File: src/rtl/matrix_entry_ctrl_pkg.sv
// matrix_entry_ctrl_pkg: shared state encoding, key codes and default sizes
package matrix_entry_ctrl_pkg;
    localparam int DEF_ELEM_WIDTH      = 12;
    localparam int DEF_NUM_SAMPLES     = 3;
    localparam int DEF_NUM_FEATURES    = 2;
    localparam int DEF_DEBOUNCE_CYCLES = 16;
    localparam logic [3:0] KEY_CLEAR = 4'hC;
    localparam logic [3:0] KEY_GO    = 4'hD;
    localparam logic [3:0] KEY_ENTER = 4'hE;
    typedef enum logic [2:0] {
        ST_ENTER_X    = 3'd0,
        ST_ENTER_Y    = 3'd1,
        ST_WAIT_GO    = 3'd2,
        ST_WAIT_READY = 3'd3,
        ST_RUN        = 3'd4,
        ST_RESULT     = 3'd5,
        ST_ERROR      = 3'd6
    } state_t;
endpackage

File: src/rtl/matrix_entry_ctrl_key_press_detect.sv
// key_press_detect: one press pulse after key_down is stable for DEBOUNCE_CYCLES edges
module key_press_detect
    import matrix_entry_ctrl_pkg::*;
#(
    parameter int DEBOUNCE_CYCLES = DEF_DEBOUNCE_CYCLES
) (
    input  logic clock,
    input  logic reset,
    input  logic key_down,
    output logic press
);
    localparam int CW = $clog2(DEBOUNCE_CYCLES + 1);
    logic [CW-1:0] r_count;
    logic          r_armed;
    // Pulse is high during the cycle whose closing edge is the last required high sample
    assign press = key_down && r_armed && (r_count == CW'(DEBOUNCE_CYCLES - 1));
    always_ff @(posedge clock or posedge reset) begin
        if (reset) begin
            r_count <= '0;
            r_armed <= 1'b0;
        end else if (!key_down) begin
            r_count <= '0;
            r_armed <= 1'b1;
        end else if (press) begin
            r_count <= '0;
            r_armed <= 1'b0;
        end else if (r_armed) begin
            r_count <= r_count + 1'b1;
        end
    end
endmodule

File: src/rtl/matrix_entry_ctrl.sv
// matrix_entry_ctrl: keypad entry of an X matrix and y vector, then datapath start/result handshake
module matrix_entry_ctrl
    import matrix_entry_ctrl_pkg::*;
#(
    parameter int ELEM_WIDTH      = DEF_ELEM_WIDTH,
    parameter int NUM_SAMPLES     = DEF_NUM_SAMPLES,
    parameter int NUM_FEATURES    = DEF_NUM_FEATURES,
    parameter int DEBOUNCE_CYCLES = DEF_DEBOUNCE_CYCLES
) (
    input  logic                                         clock,
    input  logic                                         reset,
    input  logic [3:0]                                   key_code,
    input  logic                                         key_down,
    input  logic                                         dp_ready,
    input  logic                                         dp_done,
    input  logic                                         dp_error,
    output logic [NUM_SAMPLES*NUM_FEATURES*ELEM_WIDTH-1:0] X_in,
    output logic [NUM_SAMPLES*ELEM_WIDTH-1:0]            y_in,
    output logic                                         dp_start,
    output logic [ELEM_WIDTH-1:0]                        cur_value,
    output logic [3:0]                                   elem_idx,
    output logic [2:0]                                   phase,
    output logic                                         err
);
    localparam int NX = NUM_SAMPLES * NUM_FEATURES;
    localparam int MW = ELEM_WIDTH + 4;

    state_t                     r_state, w_state_nxt;
    logic [NX*ELEM_WIDTH-1:0]   r_x, w_x_nxt;
    logic [NUM_SAMPLES*ELEM_WIDTH-1:0] r_y, w_y_nxt;
    logic [ELEM_WIDTH-1:0]      r_cur, w_cur_nxt, w_sat;
    logic [3:0]                 r_idx, w_idx_nxt;
    logic                       r_start, w_start_nxt;
    logic                       w_press, w_clear;
    logic [MW-1:0]              w_mul;

    key_press_detect #(.DEBOUNCE_CYCLES(DEBOUNCE_CYCLES)) u_kpd (
        .clock   (clock),
        .reset   (reset),
        .key_down(key_down),
        .press   (w_press)
    );

    // Widened so that any 4-digit overflow is visible in the top nibble
    assign w_mul = {4'd0, r_cur} * MW'(10) + MW'(key_code);
    assign w_sat = |w_mul[MW-1:ELEM_WIDTH] ? '1 : w_mul[ELEM_WIDTH-1:0];
    assign w_clear = w_press && key_code == KEY_CLEAR &&
                     (r_state == ST_WAIT_GO || r_state == ST_RESULT || r_state == ST_ERROR);

    always_comb begin
        w_state_nxt = r_state;
        w_x_nxt     = r_x;
        w_y_nxt     = r_y;
        w_cur_nxt   = r_cur;
        w_idx_nxt   = r_idx;
        w_start_nxt = 1'b0;
        case (r_state)
            ST_ENTER_X, ST_ENTER_Y: begin
                if (w_press && key_code <= 4'd9) begin
                    w_cur_nxt = w_sat;
                end else if (w_press && key_code == KEY_CLEAR) begin
                    w_cur_nxt = '0;
                end else if (w_press && key_code == KEY_ENTER) begin
                    w_cur_nxt = '0;
                    w_idx_nxt = r_idx + 4'd1;
                    for (int k = 0; k < NX; k++)
                        if (r_state == ST_ENTER_X && r_idx == 4'(k))
                            w_x_nxt[k*ELEM_WIDTH +: ELEM_WIDTH] = r_cur;
                    for (int k = 0; k < NUM_SAMPLES; k++)
                        if (r_state == ST_ENTER_Y && r_idx == 4'(k))
                            w_y_nxt[k*ELEM_WIDTH +: ELEM_WIDTH] = r_cur;
                    if (r_state == ST_ENTER_X && r_idx == 4'(NX - 1)) begin
                        w_state_nxt = ST_ENTER_Y;
                        w_idx_nxt   = '0;
                    end
                    if (r_state == ST_ENTER_Y && r_idx == 4'(NUM_SAMPLES - 1))
                        w_state_nxt = ST_WAIT_GO;
                end
            end
            ST_WAIT_GO: begin
                if (w_press && key_code == KEY_GO)
                    w_state_nxt = ST_WAIT_READY;
            end
            ST_WAIT_READY: begin
                if (dp_ready) begin
                    w_start_nxt = 1'b1;
                    w_state_nxt = ST_RUN;
                end
            end
            ST_RUN: begin
                w_state_nxt = dp_error ? ST_ERROR : dp_done ? ST_RESULT : ST_RUN;
            end
            default: ;
        endcase
        if (w_clear) begin
            w_state_nxt = ST_ENTER_X;
            w_x_nxt     = '0;
            w_y_nxt     = '0;
            w_cur_nxt   = '0;
            w_idx_nxt   = '0;
        end
    end

    always_ff @(posedge clock or posedge reset) begin
        if (reset) begin
            r_state <= ST_ENTER_X;
            r_x     <= '0;
            r_y     <= '0;
            r_cur   <= '0;
            r_idx   <= '0;
            r_start <= 1'b0;
        end else begin
            r_state <= w_state_nxt;
            r_x     <= w_x_nxt;
            r_y     <= w_y_nxt;
            r_cur   <= w_cur_nxt;
            r_idx   <= w_idx_nxt;
            r_start <= w_start_nxt;
        end
    end

    assign X_in      = r_x;
    assign y_in      = r_y;
    assign dp_start  = r_start;
    assign cur_value = r_cur;
    assign elem_idx  = r_idx;
    assign phase     = r_state;
    assign err       = (r_state == ST_ERROR);
endmodule

File: config.mk
export PLATFORM = sky130hd
export DESIGN_NAME = matrix_entry_ctrl
export DESIGN_NICKNAME = d
export VERILOG_FILES = /design/src/rtl/matrix_entry_ctrl_pkg.sv /design/src/rtl/matrix_entry_ctrl_key_press_detect.sv /design/src/rtl/matrix_entry_ctrl.sv
export SDC_FILE = /design/constraint.sdc
export NUM_CORES = 1
export LEC_CHECK = 0
export ABC_AREA = 1
export CAP_MARGIN = 10
export CORE_ASPECT_RATIO = 2
export CORE_MARGIN = 1
export CORE_UTILIZATION = 55
export DETAILED_ROUTE_END_ITERATION = 8
export DONT_BUFFER_PORTS = 1
export HOLD_SLACK_MARGIN = 0.03
export PLACE_DENSITY_LB_ADDON = 0.12
export SLEW_MARGIN = 15
export SYNTH_ARGS = -nofsm -noshare
export SYNTH_HDL_FRONTEND = slang
export SYNTH_HIERARCHICAL = 1
export SYNTH_SLANG_ARGS = --single-unit
File: constraint.sdc
create_clock -name clock -period 4.4 [get_ports clock]
set_input_delay 0.44 -clock clock [delete_from_list [all_inputs] [get_ports clock]]
set_output_delay 0.44 -clock clock [all_outputs]
set_load 0.03 [all_outputs]
# == Yosys cells after proc, flatten, opt, wreduce, memory -nomap -nowiden ==
# Cells that the tools add are included.
# word_totals
wordCells,141
in_bits,10
reg_bits,134
output_inout_bits,129
# op_classes
eq_ne,25
order_cmp,1
muxes,49
reduce_logical,47
mul,1
add_sub_neg,3
# op_table
cell,count
$mux W72,5
$mux W12,15
$mux W36,5
$reduce_and A5 Y1,9
$mux W3,8
$mux W4,6
$reduce_bool A2 Y1,11
$add A16 B4 Y16,1
$logic_and A1 B1 Y1,16
$mul A12 B3 Y15 const B,1
$mux W5,3
$eq A4 B4 Y1 const B,3
$ne A3 B3 Y1 const B,4
$pmux W3 S4,1
$eq A3 B3 Y1 const B,3
$eq A4 B2 Y1 const B,2
$eq A4 B3 Y1 const B,2
$reduce_and A7 Y1,1
$eq A3 B2 Y1 const B,2
$add A5 B1 Y5 const B,1
$eq A5 B4 Y1 const B,1
$mux W1,5
$reduce_bool A5 Y1,1
$add A4 B1 Y4 const B,1
other kinds (17),19

# == Longest topological paths before layout ==
# logic_depth
depth_word,9
ltp_mapped,19
ltp_nobuf,18

# == Modules after synthesis ==
# The synthesis kept the hierarchy.
# modules_own_cells
mod,cells_each,seq_area_each_um2,n_inst,area_each_um2
matrix_entry_ctrl,721,3203.1,1,6218.5
key_press_detect,38,150.1,1,302.8

# == Least setup slack after synthesis ==
# No wires, ideal clock.
# synth_timing
kind,reg2reg
start,"reg r_cur[1], in the netlist cur_value[1]"
end,"reg r_cur[0], in the netlist cur_value[0]"
arrival_time_ns,2.705
setup_time_ns,0.117
setup_slack_ns,1.578
required_time_ns,4.283
n_path_buf,1
stages_incl_launch_ff,18
period_less_slack_ns,2.822
path_cell_list,dfrtp_1 -> ha_1 -> ha_1 -> inv_1 -> fa_1 -> nor2_1 -> nand3b_1 -> nand2_1 -> nand2_1 -> nor2_1 -> nand2_1 -> nor2_1 -> nand3_1 -> nand2_1 -> buf_4 -> nand4_1 -> nand2_1 -> nand2_1
# synth_via
elab_chain_cells,7
# synth_rtl
element,line,source
start: declaration,matrix_entry_ctrl.sv:31,"logic [ELEM_WIDTH-1:0] r_cur, w_cur_nxt, w_sat;"
start signal: assignment,matrix_entry_ctrl.sv:116,r_cur <= w_cur_nxt;
$mul A12 B3 Y15,matrix_entry_ctrl.sv:45,"assign w_mul = {4'd0, r_cur} * MW'(10) + MW'(key_code);"
$add A16 B4 Y16,matrix_entry_ctrl.sv:45,
$reduce_or A4 Y1,matrix_entry_ctrl.sv:46,assign w_sat = |w_mul[MW-1:ELEM_WIDTH] ? '1 : w_mul[ELEM_WIDTH-1:0];
$mux W12,matrix_entry_ctrl.sv:46,
$mux W12,matrix_entry_ctrl.sv:59,if (w_press && key_code <= 4'd9) begin
$mux W12,matrix_entry_ctrl.sv:57,case (r_state)
$mux W12,matrix_entry_ctrl.sv:95,if (w_clear) begin
# Every way passes these cells. The select of a mux whose other input is x is not followed.
# A chain may end at the register's enable or synchronous reset.

# == Final worst setup path ==
# layout_timing
start,"reg r_cur[3], in the netlist cur_value[3]"
end,"reg r_cur[9], in the netlist cur_value[9]"
# layout_via
elab_chain_cells,7
# layout_rtl
element,line
$mul A12 B3 Y15 (*),matrix_entry_ctrl.sv:45
$add A16 B4 Y16 (*),matrix_entry_ctrl.sv:45
$reduce_or A4 Y1,matrix_entry_ctrl.sv:46
$mux W12 (*),matrix_entry_ctrl.sv:46
$mux W12 (*),matrix_entry_ctrl.sv:59
$mux W12 (*),matrix_entry_ctrl.sv:57
$mux W12 (*),matrix_entry_ctrl.sv:95
# Mark *: on every way between the ends. The rest lies on a longest branch, timed or not. The select of a mux whose other input is x is not followed.

==> impl_metrics.toml <==
[status]
outcome = "completed"

[timing]
min_period_ns = 3.336
finalHoldViolations = 0
max_freq_mhz = 299.8
finalSetupViolations = 0
fin_worst_skew_ns = 0.01059
fin_tns_setup_ns = 0
fin_crit_sh_pct = 75.81
slew-limit-headroom_pct = 25.89
tightest_slew_ns = 1.108
timing.final.ws_setup_ns = 1.064
drv_slew = 0
rsz0062_at_grt = "no"

[synthesis]
async_flop_share_pct = 100.0
netlist_area_um2 = 6521
synth_cells = 759
synth_fp_nets = 799
synth_cell_types = 39
synth_top_area_cell = "dfrtp_1"
ys_warn_count = 6
synth_ff_type = "dfrtp_1"
avgSynthCellArea_um2 = 8.592
netlist.area_leader.share_pct = 51.42
ys_ff_latch = 134
synth_seq_area_share_pct = 51.42
synth_area_leaders = "dfrtp_1 51%, nand2_1 12%, ha_1 5.4%"
synth-edff-count = 0

[min_path]
hold_start = "key_down"
hold-path-endpoint = "u_kpd/r_armed"
min_path_type = "in2reg"
hold_depth = 1

[worst_setup_path]
timing.rr.end = "cur_value[9]"
cp-start-kind = "register"
r2r_start = "cur_value[3]"
path_class = "reg2reg"
cp_data_required_time_ns = 4.70
crit_fanout = 12
r2r_cells = 16
critPathArrivalTime_ns = 3.63
critPathCaptureType = "register"
regToRegSetupSlack_ns = 1.06

[drt]
drt-pass1-iter-count = 5
met2WireLength_um = 9138
wirelength_um = 16940
wl_per_cell_um = 18.60
met1Wirelength_um = 6068
num_vias = 5199
vias_per_cell = 5.707
first_iter_violations = 283
wl_met3_um = 1110
ant_nets = 0
drcViolationCount = 0
top_layer = "met4"

[clock_network]
cts_sinks = 134
clockBufferDepth = 2
clkSlewWorstSetupHoldPaths_ns = 0.06
htreeDepth = 4
cts_tree = "yes"
clkLatencyLatePin_ns = 0.41
cts_buffers = 17
post_cts_buffers = 0
clockRootBuffer = "clkbuf_16"

[global_routing]
gr-total-overflow = 0
grt_start_max_net_pins = 84
gr-usage-all-layers_pct = 28.85
grt_antenna_before_repair = 0
grt_first_pass_wirelength_um = 26450
grt_pass1_vias = 5028

[layout]
syn_to_final_growth_pct = 10.84
antennaDiodeCount = 0
drive_above_1_share_pct = 8.453
layout_commonest_cell = "nand2_1"
fin_nets = 796
layout_common_cells = "205 x nand2_1, 134 x dfrtp_1, 75 x nor2_1"

[floorplanning]
start_util_pct = 57.09
die_width_um = 79.00
core_area_um2 = 11420
die_y_um = 156.0
fp-row-count = 55
io_pins = 139
dieArea_um2 = 12320

[power]
p_leak_uw = 0.003722
vdd.ir_drop.worst_uv = 293.5
p_per_area_nw_per_um2 = 412.7

[placement]
dp_slack_ns = 1.107
dp_hpwl_um = 12230
place.gp.congestion = 0.9425
port_buffers = 0

[flow_run]
maxCapViolCount = 0
registers in the layout, indices dropped and copies added (netlist names):
name	cells
cur_value	12
y_in	36
elem_idx	4
phase	3
X_in	72
u_kpd/r_count	5
u_kpd/r_armed	1
dp_start	1
layer usage:
metal | vias to the layer above | GRT usage, %
met5 | - | 0
met4 | 0 | 13.94
met3 | 36 | 7.778
met2 | 192 | 51.68
met1 | 2491 | 30.49
li1 | 2480 | -
what timing repair did:
item,4_1_cts,5_1_grt
hold buffers,1,0
gates resized for setup,0,0
endpoints found under the setup margin,0,0
hold endpoints to repair,6,0
cell families after synthesis:
family | count (synthesis) | synth area share (%)
AND/OR/NAND/NOR | 349 | 22.47
flip-flops | 134 | 51.42
buffers and inverters | 96 | 6.485
XOR/XNOR | 6 | 0.8058
adder cells (fa/ha/maj) | 30 | 5.986
AO/OA/AOI/OAI | 144 | 12.84
synth_stat cells (4+ instances only):
cell and number:
nand2_1 205, dfrtp_1 134, nor2_1 75, inv_1 67, o21ai_0 61, a21oi_1 47
nand3_1 32, ha_1 28, nand4_1 17, o21ai_1 15, buf_2 13, a21oi_2 10
xor2_1 6, buf_6 5, clkbuf_1 5, nor2_2 4
report_power, final:
part,internal [µW],switching [µW]
clock,981,576
combinational,35.6,97.4
sequential,1240,49.3
critical path, stage by stage, from the launching register on:
cell and delay, ns:
dfrtp_1 0.61, ha_1 0.33, ha_1 0.25, inv_1 0.08, fa_1 0.45, nor2_1 0.18, nand3b_1 0.12, nand2_1 0.08
nand2_1 0.09, nor2_1 0.18, nand2_1 0.09, nor2_1 0.09, nand3_1 0.08, nand2_1 0.30, nand4_1 0.15, nand2_1 0.10
nand2_1 0.06
layout make-up:
cell class / count / area, µm²
clock buffer: 18 / 439.2
timing repair buffer: 4 / 36.28
sequential: 134 / 3353
tap: 142 / 177.7
clock inverter: 14 / 210.2
inverter: 70 / 266.5
multi-input combinational: 529 / 2745
fill: 959 / 4195
worst max path at each step:
stage	cells past startpoint	startpoint	slack [ns]	to
floorplan	1	reset	0.55	X_in[0]
global placement	13	u_kpd/r_count[0]	1.20	X_in[36]
detailed placement	13	u_kpd/r_count[0]	1.11	X_in[38]
CTS	13	u_kpd/r_count[0]	1.09	X_in[38]
global route	16	cur_value[3]	0.78	cur_value[4]
finish	16	cur_value[3]	1.06	cur_value[9]
metrics by stage:
step                      std cells  cell area [µm²]  total power, µW  hold slack [ns]  utilization, %
after global placement          877             6558             1440           0.2477           57.40
final                           911             7228             2983           0.1077           63.27
after global routing            911             7228             3067           0.1006           63.27
after floorplan                 759             6521             1418           0.2310               -
after detailed placement        877             6558             1446           0.2626           57.40
after CTS                       910             7217             2989          0.09973           63.18
No activity file was read; power rests on OpenSTA's default activity.
